### src/rtl/pipeline_hazard_ctrl_pkg.sv
// Shared types and defaults for the decode-stage hazard controller.
// Holds the controller state encoding and the flush counter width.
package pipeline_hazard_ctrl_pkg;

   localparam int PHC_NREGS     = 32;
   localparam int PHC_ADDR_W    = 5;
   localparam int PHC_FLUSH_LEN = 2;
   localparam int PHC_CNT_W     = 32;
   localparam int PHC_FCNT_W    = 3;

   typedef enum logic [1:0] {
      PHC_RUN     = 2'd0,
      PHC_FLUSH   = 2'd1,
      PHC_MEMWAIT = 2'd2
   } phc_state_e;

   // The redirect cycle itself is the first flush cycle, so the counter
   // only has to cover the remaining len-1 cycles.
   function automatic logic [PHC_FCNT_W-1:0] flush_reload(input int len);
      return PHC_FCNT_W'(len - 1);
   endfunction

endpackage

### src/rtl/pipeline_hazard_ctrl_if.sv
// Decode/execute/memory-side signals seen by the hazard controller.
// master = pipeline side driving events, slave = the controller.
interface pipeline_hazard_ctrl_if
   import pipeline_hazard_ctrl_pkg::*;
#(
   parameter int ADDR_W = PHC_ADDR_W,
   parameter int CNT_W  = PHC_CNT_W
);

   logic              id_valid;
   logic [ADDR_W-1:0] id_rs1;
   logic              id_rs1_used;
   logic [ADDR_W-1:0] id_rs2;
   logic              id_rs2_used;
   logic [ADDR_W-1:0] id_rd;
   logic              id_is_load;
   logic              ld_done;
   logic [ADDR_W-1:0] ld_rd;
   logic              br_taken;
   logic              mem_busy;

   logic              stall_if;
   logic              stall_id;
   logic              flush_id;
   logic              bubble_ex;
   logic              freeze;
   logic [CNT_W-1:0]  stall_cnt;

   modport master (
      output id_valid, id_rs1, id_rs1_used, id_rs2, id_rs2_used, id_rd, id_is_load,
      output ld_done, ld_rd, br_taken, mem_busy,
      input  stall_if, stall_id, flush_id, bubble_ex, freeze, stall_cnt
   );

   modport slave (
      input  id_valid, id_rs1, id_rs1_used, id_rs2, id_rs2_used, id_rd, id_is_load,
      input  ld_done, ld_rd, br_taken, mem_busy,
      output stall_if, stall_id, flush_id, bubble_ex, freeze, stall_cnt
   );

endinterface

### src/rtl/pipeline_hazard_ctrl_scoreboard.sv
// One bit per architectural register marking a load in flight.
// One set port, one clear port (set wins on collision), two read ports.
module pipeline_hazard_ctrl_scoreboard #(
   parameter int NREGS  = 32,
   parameter int ADDR_W = 5
) (
   input  logic              clk,
   input  logic              rst_n,
   input  logic              set_en,
   input  logic [ADDR_W-1:0] set_addr,
   input  logic              clr_en,
   input  logic [ADDR_W-1:0] clr_addr,
   input  logic [ADDR_W-1:0] rd_addr_a,
   input  logic [ADDR_W-1:0] rd_addr_b,
   output logic              rd_a,
   output logic              rd_b
);

   logic [NREGS-1:0] sb_reg;
   logic [NREGS-1:0] sb_next;

   genvar gi;
   generate
      for (gi = 0; gi < NREGS; gi++) begin : g_bit
         // A clear in the same cycle belongs to an older load, so the set dominates.
         assign sb_next[gi] = (set_en && (set_addr == ADDR_W'(gi))) ||
                              (sb_reg[gi] && !(clr_en && (clr_addr == ADDR_W'(gi))));
      end
   endgenerate

   always_ff @(posedge clk or negedge rst_n) begin
      if (!rst_n) begin
         sb_reg <= '0;
      end else begin
         sb_reg <= sb_next;
      end
   end

   assign rd_a = sb_reg[rd_addr_a];
   assign rd_b = sb_reg[rd_addr_b];

endmodule

### src/rtl/pipeline_hazard_ctrl.sv
// Decode-stage sequencer: load-use stalls, post-redirect flush window and
// whole-pipeline freeze while data memory is busy, plus a stall-cycle counter.
module pipeline_hazard_ctrl
   import pipeline_hazard_ctrl_pkg::*;
#(
   parameter int NREGS     = PHC_NREGS,
   parameter int ADDR_W    = PHC_ADDR_W,
   parameter int FLUSH_LEN = PHC_FLUSH_LEN,
   parameter int CNT_W     = PHC_CNT_W
) (
   input logic                   clk,
   input logic                   rst_n,
   pipeline_hazard_ctrl_if.slave bus
);

   localparam logic [PHC_FCNT_W-1:0] RELOAD = flush_reload(FLUSH_LEN);

   phc_state_e              state_reg, state_next;
   logic [PHC_FCNT_W-1:0]   flush_cnt_reg, flush_cnt_next;
   logic                    pend_flush_reg, pend_flush_next;
   logic [CNT_W-1:0]        stall_cnt_reg;

   logic sb_rs1, sb_rs2, hazard, flush_active, issue, sb_set;
   logic stall_if_c, stall_id_c, flush_id_c, bubble_ex_c, freeze_c;

   pipeline_hazard_ctrl_scoreboard #(
      .NREGS  (NREGS),
      .ADDR_W (ADDR_W)
   ) u_scoreboard (
      .clk       (clk),
      .rst_n     (rst_n),
      .set_en    (sb_set),
      .set_addr  (bus.id_rd),
      .clr_en    (bus.ld_done),
      .clr_addr  (bus.ld_rd),
      .rd_addr_a (bus.id_rs1),
      .rd_addr_b (bus.id_rs2),
      .rd_a      (sb_rs1),
      .rd_b      (sb_rs2)
   );

   assign hazard = bus.id_valid && ((bus.id_rs1_used && sb_rs1) || (bus.id_rs2_used && sb_rs2));

   always_ff @(posedge clk or negedge rst_n) begin
      if (!rst_n) begin
         state_reg      <= PHC_RUN;
         flush_cnt_reg  <= '0;
         pend_flush_reg <= 1'b0;
         stall_cnt_reg  <= '0;
      end else begin
         state_reg      <= state_next;
         flush_cnt_reg  <= flush_cnt_next;
         pend_flush_reg <= pend_flush_next;
         if (stall_id_c || freeze_c) begin
            stall_cnt_reg <= stall_cnt_reg + CNT_W'(1);
         end
      end
   end

   // Priority: memory freeze, then redirect/flush, then load-use stall.
   always_comb begin
      state_next      = state_reg;
      flush_cnt_next  = flush_cnt_reg;
      pend_flush_next = pend_flush_reg;
      stall_if_c      = 1'b0;
      stall_id_c      = 1'b0;
      flush_id_c      = 1'b0;
      bubble_ex_c     = 1'b0;
      freeze_c        = 1'b0;
      flush_active    = (state_reg == PHC_FLUSH) ||
                        ((state_reg == PHC_MEMWAIT) && (pend_flush_reg || (flush_cnt_reg != '0)));

      if (bus.mem_busy) begin
         freeze_c        = 1'b1;
         stall_if_c      = 1'b1;
         stall_id_c      = 1'b1;
         state_next      = PHC_MEMWAIT;
         pend_flush_next = pend_flush_reg || bus.br_taken;
      end else begin
         pend_flush_next = 1'b0;
         if (bus.br_taken || flush_active) begin
            flush_id_c = 1'b1;
            if (bus.br_taken || pend_flush_reg) begin
               flush_cnt_next = RELOAD;
            end else begin
               flush_cnt_next = flush_cnt_reg - PHC_FCNT_W'(1);
            end
         end else if (hazard) begin
            stall_if_c  = 1'b1;
            stall_id_c  = 1'b1;
            bubble_ex_c = 1'b1;
         end
         state_next = (flush_cnt_next != '0) ? PHC_FLUSH : PHC_RUN;
      end
   end

   assign issue  = bus.id_valid && !hazard && !flush_id_c && !freeze_c;
   assign sb_set = issue && bus.id_is_load;

   // Outputs are held low for the whole time reset is asserted.
   assign bus.stall_if  = stall_if_c  && rst_n;
   assign bus.stall_id  = stall_id_c  && rst_n;
   assign bus.flush_id  = flush_id_c  && rst_n;
   assign bus.bubble_ex = bubble_ex_c && rst_n;
   assign bus.freeze    = freeze_c    && rst_n;
   assign bus.stall_cnt = stall_cnt_reg;

endmodule

### src/flat_wrapper.sv
// flat-port wrapper written by rule: the top's interface ports become plain ports
module pipeline_hazard_ctrl_flat import pipeline_hazard_ctrl_pkg::*;
#(
   parameter int NREGS     = PHC_NREGS,
   parameter int ADDR_W    = PHC_ADDR_W,
   parameter int FLUSH_LEN = PHC_FLUSH_LEN,
   parameter int CNT_W     = PHC_CNT_W
)
  (clk, rst_n, bus_id_valid, bus_id_rs1, bus_id_rs1_used, bus_id_rs2, bus_id_rs2_used, bus_id_rd, bus_id_is_load, bus_ld_done, bus_ld_rd, bus_br_taken, bus_mem_busy, bus_stall_if, bus_stall_id, bus_flush_id, bus_bubble_ex, bus_freeze, bus_stall_cnt);
  pipeline_hazard_ctrl_if #(.ADDR_W(ADDR_W), .CNT_W(CNT_W)) bus_i ();
  input logic clk;
  input logic rst_n;
  input wire logic [$bits(bus_i.id_valid)-1:0] bus_id_valid;
  input wire logic [$bits(bus_i.id_rs1)-1:0] bus_id_rs1;
  input wire logic [$bits(bus_i.id_rs1_used)-1:0] bus_id_rs1_used;
  input wire logic [$bits(bus_i.id_rs2)-1:0] bus_id_rs2;
  input wire logic [$bits(bus_i.id_rs2_used)-1:0] bus_id_rs2_used;
  input wire logic [$bits(bus_i.id_rd)-1:0] bus_id_rd;
  input wire logic [$bits(bus_i.id_is_load)-1:0] bus_id_is_load;
  input wire logic [$bits(bus_i.ld_done)-1:0] bus_ld_done;
  input wire logic [$bits(bus_i.ld_rd)-1:0] bus_ld_rd;
  input wire logic [$bits(bus_i.br_taken)-1:0] bus_br_taken;
  input wire logic [$bits(bus_i.mem_busy)-1:0] bus_mem_busy;
  output wire logic [$bits(bus_i.stall_if)-1:0] bus_stall_if;
  output wire logic [$bits(bus_i.stall_id)-1:0] bus_stall_id;
  output wire logic [$bits(bus_i.flush_id)-1:0] bus_flush_id;
  output wire logic [$bits(bus_i.bubble_ex)-1:0] bus_bubble_ex;
  output wire logic [$bits(bus_i.freeze)-1:0] bus_freeze;
  output wire logic [$bits(bus_i.stall_cnt)-1:0] bus_stall_cnt;
  assign bus_i.id_valid = bus_id_valid;
  assign bus_i.id_rs1 = bus_id_rs1;
  assign bus_i.id_rs1_used = bus_id_rs1_used;
  assign bus_i.id_rs2 = bus_id_rs2;
  assign bus_i.id_rs2_used = bus_id_rs2_used;
  assign bus_i.id_rd = bus_id_rd;
  assign bus_i.id_is_load = bus_id_is_load;
  assign bus_i.ld_done = bus_ld_done;
  assign bus_i.ld_rd = bus_ld_rd;
  assign bus_i.br_taken = bus_br_taken;
  assign bus_i.mem_busy = bus_mem_busy;
  assign bus_stall_if = bus_i.stall_if;
  assign bus_stall_id = bus_i.stall_id;
  assign bus_flush_id = bus_i.flush_id;
  assign bus_bubble_ex = bus_i.bubble_ex;
  assign bus_freeze = bus_i.freeze;
  assign bus_stall_cnt = bus_i.stall_cnt;
  pipeline_hazard_ctrl #(.NREGS(NREGS), .ADDR_W(ADDR_W), .FLUSH_LEN(FLUSH_LEN), .CNT_W(CNT_W)) u_core (.clk(clk), .rst_n(rst_n), .bus(bus_i));
endmodule
### config.mk
export PLATFORM = sky130hd
export DESIGN_NAME = pipeline_hazard_ctrl_flat
export DESIGN_NICKNAME = d
export VERILOG_FILES = /design/src/rtl/pipeline_hazard_ctrl_pkg.sv /design/src/rtl/pipeline_hazard_ctrl_if.sv /design/src/rtl/pipeline_hazard_ctrl_scoreboard.sv /design/src/rtl/pipeline_hazard_ctrl.sv /design/src/flat_wrapper.sv
export SDC_FILE = /design/constraint.sdc
export NUM_CORES = 1
export LEC_CHECK = 0
export BUFFER_PORTS_ARGS = -buffer_cell sky130_fd_sc_hd__buf_2
export CAP_MARGIN = 20
export CELL_PAD_IN_SITES_DETAIL_PLACEMENT = 0
export CELL_PAD_IN_SITES_GLOBAL_PLACEMENT = 2
export CORE_MARGIN = 2
export CORE_UTILIZATION = 35
export DETAILED_ROUTE_END_ITERATION = 6
export PLACE_DENSITY = 0.84
export SLEW_MARGIN = 10
export SYNTH_ARGS = -nofsm -noshare
export SYNTH_HDL_FRONTEND = slang
export SYNTH_HIERARCHICAL = 1
export SYNTH_SLANG_ARGS = --single-unit
### constraint.sdc
create_clock -name clk -period 3.8 [get_ports clk]
set_input_delay 0.57 -clock clk [delete_from_list [all_inputs] [get_ports clk]]
set_output_delay 0.57 -clock clk [all_outputs]
set_load 0.1 [all_outputs]
; After elaboration in Yosys (flattened, before gate mapping)
; Index checks and enable logic that the tools add are counted.
; W data, S select, Z words.
[op_classes]
addsub = 2
order_cmp = 2
n_eq_ne = 64
mux = 17
n_reduce_logical = 185
[op_table]
columns = op, n
row1 = $eq A5 B5 Y1 const B, 32
row2 = $logic_and A1 B1 Y1, 108
row3 = $eq A5 B4 Y1 const B, 16
row4 = $eq A5 B3 Y1 const B, 8
row5 = $logic_or A1 B1 Y1, 38
row6 = $logic_not A1 Y1, 35
row7 = $add A32 B1 Y32 const B, 1
row8 = $eq A5 B2 Y1 const B, 4
row9 = $lt A5 B6 Y1 const B, 2
row10 = $mux W1, 11
row11 = $bmux W1 S5, 2
row12 = $eq A5 B1 Y1 const B, 2
row13 = $logic_not A5 Y1, 2
row14 = $mux W3, 3
row15 = $reduce_bool A3 Y1, 2
row16 = $sub A3 B1 Y3 const B, 1
row17 = $eq A2 B1 Y1 const B, 1
row18 = $eq A2 B2 Y1 const B, 1
row19 = $mux W2, 1
[totals]
ff_bits = 70
input_bits = 29
output_inout_bits = 37
wordCells = 275

; Longest topological paths before layout
[depth]
depth_word = 13
mapped_depth = 13
mapped_depth_nobuf = 10

; Hierarchy
; Netlist, hierarchy kept.
[by_module_without_submodules]
columns = mod, n_inst, cells_per_inst, area_per_inst_um2, seq_area_each_um2
row1 = pipeline_hazard_ctrl_scoreboard, 1, 216, 1993.2, 800.8
row2 = pipeline_hazard_ctrl, 1, 185, 1974.4, 950.9

; Worst setup path after synthesis
; Ideal clock, no wire load.
[synth_timing]
path_kind = input to output
start = input bus_id_rs1[1]
end = output bus_bubble_ex
arrival_ps = 3662
required_time_ps = 3230
path_slack_ps = -432
path_stages = 8
path_buffers = 2
path_cell_list = buf_6 -> buf_12 -> mux2i_1 -> a211oi_1 -> a311o_1 -> a22o_1 -> nand2_1 -> nor3_1
[synth_between]
elab_chain_cells = 9
[synth_lines]
columns = element, line_no
row1 = start: declaration, flat_wrapper.sv:14  ; input wire logic [$bits(bus_i.id_rs1)-1:0] bus_id_rs1;
row2 = $bmux W1 S5, pipeline_hazard_ctrl_scoreboard.sv:39  ; assign rd_a = sb_reg[rd_addr_a];
row3 = $mux W1 (implied by the code), pipeline_hazard_ctrl_scoreboard.sv:39
row4 = named net u_core.sb_rs1, pipeline_hazard_ctrl.sv:23  ; logic sb_rs1, sb_rs2, hazard, flush_active, issue, sb_set;
row5 = $logic_and A1 B1 Y1, pipeline_hazard_ctrl.sv:42  ; assign hazard = bus.id_valid && ((bus.id_rs1_used && sb_rs1) || (bus.id_rs2_used && sb_rs2));
row6 = $logic_or A1 B1 Y1, pipeline_hazard_ctrl.sv:42
row7 = $logic_and A1 B1 Y1, pipeline_hazard_ctrl.sv:42
row8 = $mux W1, pipeline_hazard_ctrl.sv:88  ; end else if (hazard) begin
row9 = $mux W1, pipeline_hazard_ctrl.sv:81  ; if (bus.br_taken || flush_active) begin
row10 = $mux W1, pipeline_hazard_ctrl.sv:73  ; if (bus.mem_busy) begin
row11 = $logic_and A1 B1 Y1, pipeline_hazard_ctrl.sv:104  ; assign bus.bubble_ex = bubble_ex_c && rst_n;
row12 = end: declaration, flat_wrapper.sv:27  ; output wire logic [$bits(bus_i.bubble_ex)-1:0] bus_bubble_ex;
; The timed path passes the listed nets, and every way through them passes these cells. The select of a mux whose other input is x is not followed.

; Final worst setup path
[layout_timing]
start = input bus_id_rs1[1]
end = output bus_stall_if
[layout_between]
elab_chain_cells = 9
[layout_lines]
columns = element, line_no
row1 = $bmux W1 S5, pipeline_hazard_ctrl_scoreboard.sv:39
row2 = $mux W1 (implied by the code), pipeline_hazard_ctrl_scoreboard.sv:39
row3 = named net u_core.sb_rs1, pipeline_hazard_ctrl.sv:23
row4 = $logic_and A1 B1 Y1, pipeline_hazard_ctrl.sv:42
row5 = $logic_or A1 B1 Y1, pipeline_hazard_ctrl.sv:42
row6 = $logic_and A1 B1 Y1, pipeline_hazard_ctrl.sv:42
row7 = $mux W1, pipeline_hazard_ctrl.sv:88
row8 = $mux W1, pipeline_hazard_ctrl.sv:81
row9 = $mux W1, pipeline_hazard_ctrl.sv:73
row10 = $logic_and A1 B1 Y1, pipeline_hazard_ctrl.sv:101  ; assign bus.stall_if = stall_if_c && rst_n;
row11 = end: declaration, flat_wrapper.sv:24  ; output wire logic [$bits(bus_i.stall_if)-1:0] bus_stall_if;
; The timed path passes the listed nets, and every way through them passes these cells. The select of a mux whose other input is x is not followed.

==> impl_metrics.tcl <==
set metrics [dict create \
    run_status "finished, final reports clean" \
    synth_cell_types 44 \
    synth_nets 433 \
    vias 3339 \
    drc 0 \
    cts_sinks 70 \
    pre_cts_ws_ps 442 \
    dpl_cell_area_mm2 0.00442 \
    worstPathMaxFanout 16 \
    cap_viol_max_count 0 \
    dr.pass1.iters 5 \
    holdWs_ps 199 \
    maxSlewHeadroom_pct 58.2 \
    synthTopCellsByArea "dfrtp_1, o21ai_0, mux2i_1" \
    r2r_start "u_core/flush_cnt_reg[0]$_DFFE_PN0N_" \
    crit_chain "buf_2 -> mux2i_1 -> a22oi_1 -> nand4b_1 -> a21oi_1 -> a311o_1 -> a22o_1 -> a31o_1 -> and2_1 -> buf_12" \
    die_w_um 110 \
    cts_tree "yes" \
    io_pins 66 \
    max_clock_freq_mhz 296 \
    wl_met3_um 689 \
    grt_max_degree 34 \
    clkLatencyLatePin_ps 330 \
    hold_viol 0 \
    dpl.hpwl_um 7630 \
    numPortBuffers 65 \
    syn_inst 401 \
    globalRouteTotalUtil_pct 17.1 \
    p_leak_nw 2.15 \
    cp.required_ps 3230 \
    r2r_end "u_core/u_scoreboard/sb_reg[13]$_DFF_PN0_" \
    ff2ff_path_depth 10 \
    fp-row-count 38 \
    m1WireLength_um 4810 \
    numCtsBuffers 9 \
    highest_layer "met5" \
    fin_crit_sh_pct 88.9 \
    fin_nets 501 \
    die_area_mm2 0.0122 \
    fin_setup_tns_ps 0 \
    post_drt_wl_per_cell_um 16.8 \
    area.growth.synth_to_final_pct 20.2 \
    vdd_drop_max_mv 0.620 \
    critPathArrivalTime_ps 2810 \
    dr_wl_met2_um 4720 \
    postSynthAreaPerCell_um2 9.89 \
    tightest_slew_ps 627 \
    end_kind "primary output" \
    drive_gt1_share_pct 21.7 \
    setup_viol 0 \
    fin_skew_ps 6.62 \
    antenna_found_initial 1 \
    ctsHtreeMaxLevel 3 \
    clockRootBuffer "clkbuf_16" \
    period_minus_slack_ps 3380 \
    grt_setup_unrepaired "false" \
    power_per_cell_area_mw_per_mm2 528 \
    drt_first_iter_violations 187 \
    clk_pin_slew_ps 60 \
    slowest_stage "buf_2" \
    ys_seq_elements 70 \
    ctsLongestPathBuffers 2 \
    grt_pass1_wl_um 17000 \
    die_h_um 110 \
    synth.top_cell.area_share_pct 44.2 \
    synthesis.area_mm2 0.00397 \
    cts_hold_buf 0 \
    critical-path-max-stage-delay_ps 380 \
    synth_top_area_cell "dfrtp_1" \
    yosys_warnings 6 \
    ff2ff_setup_slack_ps 1000 \
    startpoint_type "input pin" \
    cts-resized-gates 0 \
    totalWireLength_um 10300 \
    stdcell_area_mm2 0.00477 \
    gr-total-overflow 0 \
    hp-class "in -> async" \
    grt_pass1_vias 3349 \
    setup_slack_ps 421 \
    ant_nets 0 \
    place_congestion 0.853 \
    utilization_pct 43.6 \
    fillers 1080 \
    core_area_mm2 0.0109 \
    crit_type "in -> out" \
    synth_seq_area_share_pct 44.2 \
    start_util_pct 36.3 \
    slew_violations 0 \
    post_cts_buffers 0 \
    vias_per_cell 5.43 \
]
-- synth_stat cells, drive strengths merged --
cell    number
nand2b      12
nand2       33
inv          4
a31oi        1
and2b        2
xor2        14
nand3b       4
and2         7
or2          4
nor4         4
clkbuf       3
nor2b        7
a31o         1
a22o         1
a311o        2
nor2        16
a21oi        7
dfrtp       70
ha           3
mux2         1
nand4       17
o21ai       68
mux2i       32
nand4b       6
nor4b        1
a22oi        8
a211oi       3
or3b         1
nor3        10
nor3b        3
buf          9
xnor2       17
nand3       20
and3         9
o31ai        1
-- final cells by class --
| type | instances | area [µm²] | share of cell area (%) |
|---|---|---|---|
| Sequential cell | 70 | 1750 | 36.7 |
| Antenna cell | 1 | 2.50 | 0.0525 |
| Clock inverter | 6 | 109 | 2.28 |
| Timing Repair Buffer | 69 | 385 | 8.08 |
| Tap cell | 140 | 175 | 3.67 |
| Inverter | 4 | 15.0 | 0.315 |
| Multi-Input combinational cell | 315 | 2090 | 43.8 |
| Clock buffer | 10 | 239 | 5.01 |
-- cells by family (layout without fill, tap and decap cells) --
family / Yosys count / after routing / share of synthesized area [%]
other cells: 0 / 1 / 0
buf+inv: 16 / 89 / 3.28
xor+xnor: 31 / 31 / 6.84
compound gates: 92 / 92 / 13.5
mux: 33 / 33 / 8.36
simple gates: 156 / 156 / 22.9
fa+ha+maj: 3 / 3 / 0.946
flops: 70 / 70 / 44.2
-- how the worst max path moves through the flow --
stage / from / endpoint / slack [ps] / depth (start not counted)
global route: bus_id_rs1[1] / bus_stall_if / 300 / 10
detailed placement: bus_id_rs1[1] / bus_stall_if / 440 / 10
floorplan: bus_id_rs1[1] / bus_stall_if / 50 / 11
global placement: bus_id_rs1[1] / bus_stall_id / 430 / 10
finish: bus_id_rs1[1] / bus_stall_if / 420 / 10
CTS: bus_id_rs1[1] / bus_stall_if / 430 / 10
-- worst max-delay path: cells and delay by family --
kind / cells / cell delay (ps)
muxes: 1 / 230
AOI/OAI and AO/OA: 5 / 1090
buffers and inverters: 2 / 570
and+or+nand+nor: 2 / 340
-- layer usage --
layer  GRT usage, %  vias to the layer above
met3           5.10                       12
met5              0                        -
met4           6.33                        2
li1               -                     1600
met2           26.4                      112
met1           22.6                     1613
-- through the flow --
stage	power, mW	std cells
floorplan	1.41	401
global placement	1.55	598
detailed placement	1.56	598
CTS	2.53	614
global route	2.63	614
finish	2.52	615
-- layout by cell type, fill, tap and decap left out, types with 4 or more instances in the layout --
cell / count
dfrtp_1: 70
o21ai_0: 68
buf_2: 63
nand2_1: 33
mux2i_1: 32
nand3_1: 20
xnor2_1: 17
nor2_1: 16
nand4_1: 16
xor2_1: 14
nand2b_1: 12
clkbuf_16: 9
and3_1: 9
a22oi_1: 8
nor2b_1: 7
a21oi_1: 7
and2_1: 7
nor3_1: 6
nand4b_1: 6
inv_1: 4
nor3_2: 4
nand3b_1: 4
buf_4: 4
or2_2: 4
-- report_power, final --
group          switching, mW  internal [mW]
Clock                  0.311          0.657
Combinational          0.494          0.144
Sequential             0.100          0.809
Power figures use the tool's default switching activity.
